File: config.mk
export PLATFORM = sky130hd
export DESIGN_NAME = utf16_encoder
export DESIGN_NICKNAME = d
export VERILOG_FILES = /design/src/rtl/utf_pkg.sv /design/src/rtl/utf_cp_classify.sv /design/src/rtl/utf16_encoder.sv
export SDC_FILE = /design/constraint.sdc
export NUM_CORES = 1
export LEC_CHECK = 0
export CORE_MARGIN = 8
export CORE_UTILIZATION = 44
export CTS_CLUSTER_SIZE = 8
export DETAILED_ROUTE_END_ITERATION = 10
export GPL_TIMING_DRIVEN = 0
export HOLD_SLACK_MARGIN = 0.12
export PLACE_DENSITY = 0.74
export REMOVE_ABC_BUFFERS = 1
export SYNTH_ARGS = -nofsm -noshare
export SYNTH_HDL_FRONTEND = slang
export SYNTH_HIERARCHICAL = 1
export SYNTH_SLANG_ARGS = --single-unit
File: constraint.sdc
create_clock -name clock -period 2.3 [get_ports clock]
set_input_delay 0.23 -clock clock [delete_from_list [all_inputs] [get_ports clock]]
set_output_delay 0.23 -clock clock [all_outputs]
set_load 0.01 [all_outputs]
File: src/rtl/utf_pkg.sv
// Shared constants and the encoder state type for the UTF-16 encoder
// and its code point classifier.
package utf_pkg;

  localparam int          CP_W           = 21;
  localparam logic [20:0] MAX_CODE_POINT = 21'h10FFFF;
  localparam logic [20:0] SUPP_BASE      = 21'h10000;
  localparam logic [20:0] SURR_LO_MIN    = 21'hD800;
  localparam logic [20:0] SURR_HI_MAX    = 21'hDFFF;
  localparam logic [15:0] HI_SURR_BASE   = 16'hD800;
  localparam logic [15:0] LO_SURR_BASE   = 16'hDC00;
  localparam logic [15:0] REPLACEMENT    = 16'hFFFD;

  typedef enum logic [1:0] {
    IDLE   = 2'd0,
    SINGLE = 2'd1,
    HIGH   = 2'd2,
    LOW    = 2'd3
  } enc_state_t;

endpackage

File: src/rtl/utf_cp_classify.sv
// Combinational classifier: flags invalid scalars and precomputes the
// BMP flag and the surrogate pair for supplementary code points.
module utf_cp_classify
  import utf_pkg::*;
(
  input  logic [CP_W-1:0] code_point,
  input  logic            in_error,
  output logic            invalid,
  output logic            is_bmp,
  output logic [15:0]     hi_unit,
  output logic [15:0]     lo_unit
);

  logic        is_surrogate;
  logic [19:0] offset;

  assign is_surrogate = (code_point >= SURR_LO_MIN) && (code_point <= SURR_HI_MAX);
  assign invalid      = in_error || is_surrogate || (code_point > MAX_CODE_POINT);
  assign is_bmp       = (code_point <= 21'h00FFFF);

  // Bit 20 only matters for range checks; valid supplementary offsets fit 20 bits.
  assign offset  = code_point[19:0] - SUPP_BASE[19:0];
  assign hi_unit = HI_SURR_BASE | {6'b0, offset[19:10]};
  assign lo_unit = LO_SURR_BASE | {6'b0, offset[9:0]};

endmodule

File: src/rtl/utf16_encoder.sv
// Streams decoded Unicode scalars out as UTF-16 code units, splitting
// supplementary scalars into surrogate pairs and counting invalid input.
module utf16_encoder
  import utf_pkg::*;
#(
  parameter bit REPLACE = 1'b1,
  parameter int ERR_W   = 16
) (
  input  logic             clock,
  input  logic             reset,
  input  logic             clear,
  input  logic             in_valid,
  output logic             in_ready,
  input  logic [CP_W-1:0]  code_point,
  input  logic             in_error,
  output logic             out_valid,
  input  logic             out_ready,
  output logic [15:0]      unit,
  output logic             out_error,
  output logic [ERR_W-1:0] err_count
);

  enc_state_t  state;
  logic [15:0] low_store;
  logic        invalid;
  logic        is_bmp;
  logic [15:0] hi_unit;
  logic [15:0] lo_unit;
  logic        accept;

  utf_cp_classify u_classify (
    .code_point (code_point),
    .in_error   (in_error),
    .invalid    (invalid),
    .is_bmp     (is_bmp),
    .hi_unit    (hi_unit),
    .lo_unit    (lo_unit)
  );

  // A new scalar may be taken whenever the single pending unit drains this cycle.
  assign in_ready  = (state == IDLE) || (((state == SINGLE) || (state == LOW)) && out_ready);
  assign accept    = in_valid && in_ready;
  assign out_valid = (state != IDLE);

  always_ff @(posedge clock or negedge reset) begin
    if (!reset) begin
      state     <= IDLE;
      unit      <= 16'h0000;
      out_error <= 1'b0;
      low_store <= 16'h0000;
    end else if (accept) begin
      if (invalid) begin
        if (REPLACE) begin
          unit      <= REPLACEMENT;
          out_error <= 1'b1;
          state     <= SINGLE;
        end else begin
          state     <= IDLE;
        end
      end else if (is_bmp) begin
        unit      <= code_point[15:0];
        out_error <= 1'b0;
        state     <= SINGLE;
      end else begin
        unit      <= hi_unit;
        low_store <= lo_unit;
        out_error <= 1'b0;
        state     <= HIGH;
      end
    end else if (out_ready) begin
      if (state == HIGH) begin
        unit  <= low_store;
        state <= LOW;
      end else begin
        state <= IDLE;
      end
    end
  end

  // Clear wins over a same-cycle increment; the count sticks at all-ones.
  always_ff @(posedge clock or negedge reset) begin
    if (!reset) begin
      err_count <= '0;
    end else if (clear) begin
      err_count <= '0;
    end else if (accept && invalid && (err_count != {ERR_W{1'b1}})) begin
      err_count <= err_count + 1'b1;
    end
  end

endmodule

### Yosys cells after proc, flatten, opt, wreduce, memory -nomap -nowiden

Index checks and enable logic that the tools add are counted.

* bits of input ports: 27
* register bits after elaboration: 46
* output and inout port bits: 35

* add/sub/neg operators: 2
* mux-type cells: 13
* reductions and logical operators: 16
* bitwise operators: 2
* equality and inequality tests: 4
* order comparisons: 4

Operators with widths (count)
* $mux W16: 7
* $le A21 B16 Y1 const B: 2
* $ge A21 B16 Y1 const B: 1
* $gt A21 B21 Y1 const B: 1
* $sub A20 B17 Y20 const B: 1
* $add A16 B1 Y16 const B: 1
* $ne A16 B16 Y1 const B: 1
* $mux W2: 5
* $reduce_bool A2 Y1: 4
* $logic_and A1 B1 Y1: 5
* $eq A2 B2 Y1 const B: 2
* $logic_or A1 B1 Y1: 4
* $reduce_and A3 Y1: 1
* $eq A2 B1 Y1 const B: 1
* $logic_not A2 Y1: 1
* $not A1 Y1: 2
* $reduce_and A2 Y1: 1
* $mux W1: 1

### Logic depth before layout (Yosys ltp)

* word-level depth: 9
* gate-level depth with buffers: 12
* gate-level depth less buffers: 10

### By module

The synthesis kept the hierarchy.

By module, submodules not included
* utf16_encoder: area each 2622.5 µm², times used 1, cells an instance 244
* utf_cp_classify: area each 427.9 µm², times used 1, cells an instance 58

### Worst setup path before layout

Ideal clock, no wire load.

* path kind: in2reg
* from: input port code_point[16]
* to: register err_count[11]
* arrival time: 2.802 ns
* path slack: -0.580 ns
* data required time: 2.222 ns
* cell stages on the path: 11
* cells stage by stage: inv_1 -> ha_1 -> or3b_2 -> mux2_2 -> o32ai_2 -> clkbuf_2 -> nand2_1 -> a2111o_1 -> buf_2 -> or4_1 -> a21oi_1

* word-level cells in the longest chain between the ends: 7

RTL lines
* start, declared: line utf16_encoder.sv:14 `input logic [CP_W-1:0] code_point,`
* $ge A21 B16 Y1 or $le A21 B16 Y1 (tied branches): line utf_cp_classify.sv:17 `assign is_surrogate = (code_point >= SURR_LO_MIN) && (code_point <= SURR_HI_MAX);`
* $logic_and A1 B1 Y1: line utf_cp_classify.sv:17
* $logic_or A1 B1 Y1: line utf_cp_classify.sv:18 `assign invalid = in_error || is_surrogate || (code_point > MAX_CODE_POINT);`
* $logic_or A1 B1 Y1 *: line utf_cp_classify.sv:18
* via invalid: line utf16_encoder.sv:25 `logic invalid;`
* $logic_and A1 B1 Y1 * (2 in a row): line utf16_encoder.sv:86 `end else if (accept && invalid && (err_count != {ERR_W{1'b1}})) begin`
* $reduce_bool A2 Y1 (no line) *
* end signal, assigned: line utf16_encoder.sv:87 `err_count <= err_count + 1'b1;`
* end, declared: line utf16_encoder.sv:20 `output logic [ERR_W-1:0] err_count`

Mark *: on every way through the listed nets, which the timed path passes. The rest lies on a longest branch.
A chain may end at the register's enable or synchronous reset.

### Worst setup path after layout

* from: input port code_point[17]
* to: register err_count[13]

The elaborated chain is that of the path after synthesis.

==> results.txt <==
Final Max Slew Viols - 0
Synth area leader - dfrtp_1
Global placement routability congestion - 0.786
Worst-path fanout max - 5
Share of layout cells above drive strength 1 - 0.303
Fin crit period - 2.50 ns
Internal Power - 2.15 mW
RSZ-0062 raised after global routing - yes
TritonCTS buffer count - 5
GRT Overall Usage - 0.159
Die W - 99.3 um
Avg Inst Size Synth - 10.1 um^2
Gate power share - 0.345
Min-delay worst type - primary input to flop
Final clock skew - 0.00558 ns
Worst Path Required - 2.46 ns
Wire per inst - 18.1 um
Distinct cells, synth - 47
Clock Power Share - 0.215
# rows - 30
Max frequency - 400 MHz
Period utilization - 1.09
NetSw - 898 uW
Final setup viols - 14
Total Power - 3.05 mW
Die Ht - 99.3 um
Worst setup SP type - primary input
TritonCTS Sinks - 51
Remaining DRCs - 0
Mapped Area - 3050 um^2
Vias in the first global route - 2,572
Core ar. - 6760 um^2
Initial antenna violation count - 0
Yosys Warn Count - 6
Via count - 2,560
Die ar. - 9850 um^2
First-iteration detailed-routing DRC count - 141
CP Data Arrival Time - 2.66 ns
DR pass1 iterations - 4
Ys async rst share - 1.00
Power per cell area - 749 nW/um^2
ANT nets after route - 0
Peak supply drop - 0.514 mV
Root Buffer - clkbuf_8
Met1 WL - 3570 um
Final hold vios - 0
# IOs - 62
Final WL - 8050 um
Synth top area cells - dfrtp_1 (42%), buf_4 (6.9%), a221o_1 (4.9%), mux2_4 (4.4%), a211oi_1 (3.9%)
# Max-Cap Violations - 0
First-pass GRT wire length - 12,800 um
Top cell type's share of synthesized area - 0.418
Largest net degree at the start of global routing - 30
Sw Ratio - 0.295
Post-DP HPWL - 5020 um
CP Capture Type - flop
DR WL met2 - 3950 um
Mapped Cells - 302
Met3 routed WL - 486 um
Top layer reached by signal wires - met4
Vias per cell - 5.74
Clock Pin Slew Worst Setup and Hold Paths - 0.10 ns
Worst rel slew slack - 0.472
Clock buffer depth - 2
Register area share after synthesis - 0.418
Synth-to-Final Area Change - 33.4%
CP Class - primary input to flop
Setup TNS - -1.62 ns
Main synth FF type - dfrtp_1
Initial core utilization - 0.451
Final WS setup - -0.200 ns
Ant diodes - 0
Violated checks - negative setup slack
Port bufs - 61
Actual slew at the worst max-slew pin - 0.792 ns
Yosys reg bits - 51
CTS tree - built
Global route overflow - 0
H-tree levels - 2
Fin nets - 395
Leakage - 1.69 nW
Reg power frac - 0.440
Status - finished with violations
Clock Latency Late Sink - 0.30 ns
Post-synth EDFFs - 0
[power groups by stage]
stage | Sequential, mW | Combinational, mW | Clock (mW)
final | 1.34 | 1.05 | 0.656
after CTS | 1.34 | 1.04 | 0.674
after floorplan | 1.38 | 0.431 | 0
after detailed placement | 1.34 | 0.984 | 0
after global routing | 1.37 | 1.14 | 0.705
after global placement | 1.34 | 0.963 | 0
[Yosys cell counts (all sizes together), types with 2 or more instances]
cell     n
nor3     3
nand2   12
nand4    7
a221o   15
a2111o   2
nor4     3
or3b     2
and3     3
clkbuf  10
dfrtp   51
o21ai    5
mux2    19
a21oi   19
or4      8
a211oi  16
a21o     2
or3      6
nor2b   18
o31ai    9
nand3    7
nor2    23
ha       3
buf     37
inv      6
conb     2
mux2i    2
[worst paths after layout]
kind                                          startpoint                         to  slack, ns  depth (start not counted)
worst min register to register     out_error$_DFFE_PN0P_      out_error$_DFFE_PN0P_       0.50                          2
max in group asynchronous                          reset   err_count[0]$_DFFE_PN0P_       1.29                          3
worst max register to register  err_count[1]$_DFFE_PN0P_  err_count[15]$_DFFE_PN0P_      -0.02                          6
worst min-delay path                       code_point[3]   low_store[3]$_DFFE_PN0P_       0.17                          2
worst max-delay path                      code_point[17]  err_count[13]$_DFFE_PN0P_      -0.20                         10
min in group asynchronous                          reset   err_count[8]$_DFFE_PN0P_       0.44                          2
[layout by cell type (no fill, tap or decap), types with 5 or more instances in the layout]
| cell type | count |
|---|---|
| a211oi_1 | 14 |
| a21oi_1 | 13 |
| a21oi_2 | 5 |
| a221o_1 | 15 |
| buf_2 | 8 |
| buf_4 | 20 |
| buf_6 | 11 |
| clkbuf_8 | 6 |
| clkdlybuf4s50_1 | 42 |
| conb_1 | 12 |
| dfrtp_1 | 50 |
| mux2_2 | 7 |
| mux2_4 | 12 |
| nand2_1 | 10 |
| nand3_1 | 6 |
| nand4_1 | 7 |
| nor2_1 | 23 |
| nor2b_1 | 18 |
| o31ai_1 | 6 |
| or3_1 | 5 |
[metrics by stage]
step | setup slack, ns | hold slack [ns] | std cells | area (um^2) | utilization
after global routing | -0.231 | 0.165 | 446 | 4070 | 0.602
after CTS | -0.184 | 0.150 | 441 | 3950 | 0.584
final | -0.200 | 0.165 | 446 | 4070 | 0.602
after detailed placement | -2.02 | 0.249 | 409 | 3520 | 0.522
after global placement | -2.31 | 0.468 | 406 | 3470 | 0.514
after floorplan | -1.13 | -0.0656 | 265 | 2760 | -
[critical path, cell delays in order]
cell	delay, ns
buf_8	0.11
or4_4	0.53
mux2_4	0.30
o32ai_4	0.30
nand2_2	0.12
buf_4	0.16
buf_4	0.13
a2111o_1	0.39
o31ai_1	0.31
a21oi_2	0.09
[state kept, by name, summed over array words and instances, names as in the netlist]
name and cells:
err_count 16, low_store 16, out_error 1, state 2, unit 16
[kinds of logic after synthesis]
family          Yosys count  share of synthesized area
buf+inv                  53                      0.114
mux                      21                     0.0878
compound gates           73                      0.179
flops                    51                      0.418
fa+ha+maj                 3                     0.0123
other cells               2                    0.00246
simple gates             98                      0.183
xor+xnor                  1                    0.00287
[layer usage]
| layer | vias up | track usage |
|---|---|---|
| met1 | 1277 | 0.200 |
| met5 | - | 0 |
| li1 | 1207 | - |
| met4 | 0 | 0.0338 |
| met2 | 72 | 0.266 |
| met3 | 4 | 0.0433 |
[area by class of cell]
| class | instances | area (um^2) |
|---|---|---|
| well taps | 80 | 100 |
| inverters | 6 | 30.0 |
| clock inverters | 2 | 35.0 |
| fillers | 572 | 2690 |
| clock buffers | 6 | 82.6 |
| multi-input cells | 209 | 1670 |
| flip-flops and latches | 51 | 1280 |
| repair buffers | 92 | 877 |
[what timing repair did]
item / CTS / global route
buffers inserted: 22 / 6
gates resized for setup: 101 / 28
endpoints found under the hold margin: 22 / 0
setup endpoints to repair: 51 / 29
pin swaps: 24 / 10
hold buffers: 1 / 0
cloned: 1 / 0
Note: power is estimated with default switching activity, not from simulation.
